## config.mk

```make
export PLATFORM = sky130hd
export DESIGN_NAME = packet_deframer
export DESIGN_NICKNAME = d
export VERILOG_FILES = /design/src/rtl/packet_deframer.sv
export SDC_FILE = /design/constraint.sdc
export NUM_CORES = 1
export LEC_CHECK = 0
export ABC_AREA = 1
export BUFFER_PORTS_ARGS = -buffer_cell sky130_fd_sc_hd__buf_2
export CORE_MARGIN = 2
export CORE_UTILIZATION = 35
export CTS_BUF_LIST = sky130_fd_sc_hd__clkbuf_4 sky130_fd_sc_hd__clkbuf_8 sky130_fd_sc_hd__clkbuf_16
export DETAILED_ROUTE_END_ITERATION = 10
export GPL_ROUTABILITY_DRIVEN = 1
export MAX_ROUTING_LAYER = met4
export PLACE_DENSITY_LB_ADDON = 0.1
export SYNTH_ARGS = -nofsm -noshare
export SYNTH_HDL_FRONTEND = slang
export SYNTH_SLANG_ARGS = --single-unit
```

## constraint.sdc

```tcl
create_clock -name clock -period 2 [get_ports clock]
set_clock_uncertainty 0.1 [all_clocks]
set_input_delay 0.4 -clock clock [delete_from_list [all_inputs] [get_ports clock]]
set_output_delay 0.4 -clock clock [all_outputs]
set_load 0.01 [all_outputs]
```

## src/rtl/packet_deframer.sv

```systemverilog
// Reassembles three-word serial frames (header, addr, data) into a parallel packet.
// Malformed frames are dropped, flagged with a one-cycle error pulse and counted.
module packet_deframer #(
    parameter int          WIDTH = 16,
    parameter logic [3:0]  SYNC  = 4'hA,
    parameter int          ERR_W = 8
) (
    input  logic             clock,
    input  logic             reset,
    input  logic             io_in_valid,
    output logic             io_in_ready,
    input  logic [WIDTH-1:0] io_in_bits,
    input  logic             io_in_last,
    output logic             io_outPacket_valid,
    input  logic             io_outPacket_ready,
    output logic [WIDTH-1:0] io_outPacket_header,
    output logic [WIDTH-1:0] io_outPacket_addr,
    output logic [WIDTH-1:0] io_outPacket_data,
    output logic             io_error,
    output logic [ERR_W-1:0] io_errCount
);

    typedef enum logic [2:0] {
        S_HDR,
        S_ADDR,
        S_DATA,
        S_OUT,
        S_FLUSH
    } state_t;

    state_t           state_q, state_d;
    logic [WIDTH-1:0] header_q, header_d;
    logic [WIDTH-1:0] addr_q, addr_d;
    logic [WIDTH-1:0] data_q, data_d;
    logic             error_q;
    logic [ERR_W-1:0] errCount_q;
    logic             errPulse;
    logic             inFire;
    logic             outFire;
    logic             syncOk;

    assign io_in_ready         = (state_q != S_OUT);
    assign io_outPacket_valid  = (state_q == S_OUT);
    assign inFire              = io_in_valid && io_in_ready;
    assign outFire             = io_outPacket_valid && io_outPacket_ready;
    assign syncOk              = (io_in_bits[WIDTH-1:WIDTH-4] == SYNC);
    assign io_outPacket_header = header_q;
    assign io_outPacket_addr   = addr_q;
    assign io_outPacket_data   = data_q;
    assign io_error            = error_q;
    assign io_errCount         = errCount_q;

    always_comb begin
        state_d  = state_q;
        header_d = header_q;
        addr_d   = addr_q;
        data_d   = data_q;
        errPulse = 1'b0;
        unique case (state_q)
            S_HDR: begin
                if (inFire) begin
                    if (!syncOk || io_in_last) begin
                        errPulse = 1'b1;
                        state_d  = io_in_last ? S_HDR : S_FLUSH;
                    end else begin
                        header_d = io_in_bits;
                        state_d  = S_ADDR;
                    end
                end
            end
            S_ADDR: begin
                // A stale header left behind by a short frame is harmless: it is
                // only ever presented after a fresh header overwrites it.
                if (inFire) begin
                    if (io_in_last) begin
                        errPulse = 1'b1;
                        state_d  = S_HDR;
                    end else begin
                        addr_d  = io_in_bits;
                        state_d = S_DATA;
                    end
                end
            end
            S_DATA: begin
                if (inFire) begin
                    if (!io_in_last) begin
                        errPulse = 1'b1;
                        state_d  = S_FLUSH;
                    end else begin
                        data_d  = io_in_bits;
                        state_d = S_OUT;
                    end
                end
            end
            S_OUT: begin
                if (outFire) begin
                    state_d = S_HDR;
                end
            end
            S_FLUSH: begin
                if (inFire && io_in_last) begin
                    state_d = S_HDR;
                end
            end
            default: state_d = S_HDR;
        endcase
    end

    always_ff @(posedge clock) begin
        if (reset) begin
            state_q    <= S_HDR;
            header_q   <= '0;
            addr_q     <= '0;
            data_q     <= '0;
            error_q    <= 1'b0;
            errCount_q <= '0;
        end else begin
            state_q  <= state_d;
            header_q <= header_d;
            addr_q   <= addr_d;
            data_q   <= data_d;
            error_q  <= errPulse;
            // Saturate rather than wrap so a flood of bad frames stays visible.
            if (errPulse && (errCount_q != {ERR_W{1'b1}})) begin
                errCount_q <= errCount_q + {{(ERR_W-1){1'b0}}, 1'b1};
            end
        end
    end

endmodule

```

==> flow_metrics.env <==
export IMPL_max_cap_viol_count=0
export IMPL_n_fill_cell=736
export IMPL_rrSetupSlack_ps=310
export IMPL_crit_type="flip-flop to output pin"
export IMPL_multi_input_area_um2=1117
export IMPL_syn_area_um2=2485
export IMPL_instances_no_fill=505
export IMPL_crit_arrival_ps=1230
export IMPL_cts_setup_buffers=0
export IMPL_period_needed_ps=1732
export IMPL_grt_pass1_vias=2101
export IMPL_synth_top_area_share_pct=48.34
export IMPL_rsz0062_at_grt="no"
export IMPL_grt_overflow=0
export IMPL_hold_depth=3
export IMPL_fin_setup_tns_ps=0
export IMPL_holdBufCountCts=0
export IMPL_wl_um=6483
export IMPL_r2r_end="io_outPacket_data[9]"
export IMPL_synth_commonest_cells="75 x nor2_1, 60 x dfxtp_1, 46 x nand2_1, 26 x nand3_1, 25 x a21oi_1"
export IMPL_maxSlewViolCount=0
export IMPL_port_buffers=79
export IMPL_area_delta_synth_final_pct=25.88
export IMPL_synthCells=325
export IMPL_dp_cells=489
export IMPL_async_reset_ff_share_pct=0
export IMPL_ctsResizeCount=0
export IMPL_cp_slowest_cell="dfxtp_1"
export IMPL_p_leak_nw=1.436
export IMPL_yosys_area_top_type="dfxtp_1"
export IMPL_report_final_hold_viol_count=0
export IMPL_grt_max_degree=29
export IMPL_fp_dieH_um=88.26
export IMPL_vias=2327
export IMPL_antenna_found_initial=0
export IMPL_drt_iter0_markers=102
export IMPL_worst_pin_slew_ps=514.9
export IMPL_ios=80
export IMPL_crit_required_ps=1500
export IMPL_p_per_area_nw_per_um2=801.4
export IMPL_globalplace_congestion=0.8148
export IMPL_ff2ff_path_depth=5
export IMPL_final_nets=426
export IMPL_min_from="io_in_bits[6]"
export IMPL_hpwl_um=4627
export IMPL_dr_pass1_iters=4
export IMPL_cts_buffers=9
export IMPL_synth_area_per_cell_um2=7.646
export IMPL_drc=0
export IMPL_ys_flop_type="dfxtp_1"
export IMPL_vias_per_cell=4.608
export IMPL_drive_above_1_share_pct=28.85
export IMPL_chipWidth_um=88.26
export IMPL_syn_nets=347
export IMPL_cts_tree="done"
export IMPL_fin_util_pct=45.79
export IMPL_clock_latency_ps=330
export IMPL_ys_seq_area_share_pct=48.34
export IMPL_setup_viol=0
export IMPL_hold_end="io_outPacket_addr[6]"
export IMPL_outcome="finished, final reports clean"
export IMPL_initial_core_util_pct=36.37
export IMPL_cp_start_kind="flip-flop"
export IMPL_synth_area_leaders="dfxtp_1 48%, nor2_1 11%, nand2_1 6.9%, nand3_1 5.2%, a21oi_1 5.0%"
export IMPL_clock_sinks=60
export IMPL_reg2reg_from="state_q[1]"
export IMPL_max_slew_margin_pct=65.56
export IMPL_htree_levels=3
export IMPL_critPathMaxFanout=7
export IMPL_dieArea_um2=7790
export IMPL_worstPathCellList="nand3_2 -> inv_2 -> buf_2"
export IMPL_grt_pass1_wl_um=10430
export IMPL_slowest_delay_ps=520
export IMPL_ant_nets=0
export IMPL_path_clk_slew_ps=60
export IMPL_wire_per_inst_um=12.84
export IMPL_clockBufferDepth=2
export IMPL_diodes=0
export IMPL_hold_path_class="primary input to flip-flop"
export IMPL_cts_root_buf="clkbuf_8"
export IMPL_synth_edf_count=0
export IMPL_yosys_warnings=0
export IMPL_synth_seq_cells=60
export IMPL_fin_crit_sh_pct=86.60
export IMPL_regArea_um2=1201
export IMPL_endpoint_kind="output pin"
export IMPL_fmax_mhz=577.3
export IMPL_core_um2=6832
export IMPL_fp_row_count=30
export IMPL_grtUsageTotal_pct=18.14
export IMPL_vdd_drop_max_uv=330.2
export IMPL_synth_most_common_cell="nor2_1"
export IMPL_ys_types=31
-- report_power, final --
| part | leakage, nW | internal [W] | switching (W) | total [W] |
|---|---|---|---|---|
| Clock | 0.0923 | 0.000488 | 0.000470 | 0.000958 |
| Sequential | 0.485 | 0.00123 | 0.0000309 | 0.00126 |
| Combinational | 0.859 | 0.000104 | 0.000184 | 0.000288 |
-- per-layer routing --
layer | GRT usage (%) | routed length [µm] | vias up
li1 | - | - | 1224
met1 | 23.68 | 3220 | 1032
met2 | 26.25 | 2808 | 65
met3 | 5.597 | 356 | 6
met4 | 7.025 | 97 | 0
met5 | - | 0 | -
-- layout make-up --
class	count	share of cell area (%)
clock buffers	11	4.640
inverters	20	2.520
clock inverters	5	0.8800
repair buffers	83	14.00
well taps	96	3.840
flip-flops and latches	60	38.40
multi-input cells	230	35.72
-- stage by stage --
stage          cell area [µm²]  total power [W]  setup slack (ps)  hold slack [ps]
5_1_grt                   3128         0.002654             146.3            242.5
3_5_place_dp              2955         0.001579             200.5            346.1
2_1_floorplan             2485         0.001474             468.6            376.1
3_3_place_gp              2955         0.001577             228.6            340.6
6_report                  3128         0.002507             267.9            229.6
4_1_cts                   3128         0.002543             239.5            215.9
-- worst max-delay path: cells and delay by family (launching register included) --
family	cells	cell delay [ps]
flops	1	520
buf+inv	2	230
simple gates	1	160
-- cell families after synthesis --
logic type / share of synthesized area (%)
buf+inv: 6.697
compound gates: 12.79
simple gates: 30.61
flops: 48.34
fa+ha+maj: 0.5034
xor+xnor: 1.058
-- cell usage in the layout (no fill, tap or decap), types with 3 or more instances in the layout --
cell	instances
nand3_1	26
clkbuf_8	10
dfxtp_1	60
nor2_1	75
o21ai_1	10
clkinv_2	5
buf_2	79
inv_1	14
o21ai_0	20
inv_2	4
nand2_4	3
nand2_1	46
nand4_1	7
buf_4	3
a21oi_1	25
-- worst max path at each step --
| stage | startpoint | end | slack [ps] | cells past startpoint |
|---|---|---|---|---|
| after floorplan | io_errCount[1] | io_errCount[0] | 470 | 8 |
| after global placement | io_in_bits[12] | io_outPacket_header[2] | 230 | 8 |
| after detailed placement | io_in_bits[12] | io_outPacket_header[0] | 200 | 8 |
| after CTS | state_q[1] | io_outPacket_valid | 240 | 3 |
| after global routing | io_errCount[1] | io_errCount[7] | 150 | 7 |
| final | state_q[1] | io_outPacket_valid | 270 | 3 |
-- registers in the layout (all words and copies together) (netlist names) --
name                 flops
io_outPacket_data       16
io_outPacket_addr       16
io_outPacket_header     16
io_errCount              8
io_error                 1
state_q                  3
Power figures use the tool's default switching activity.
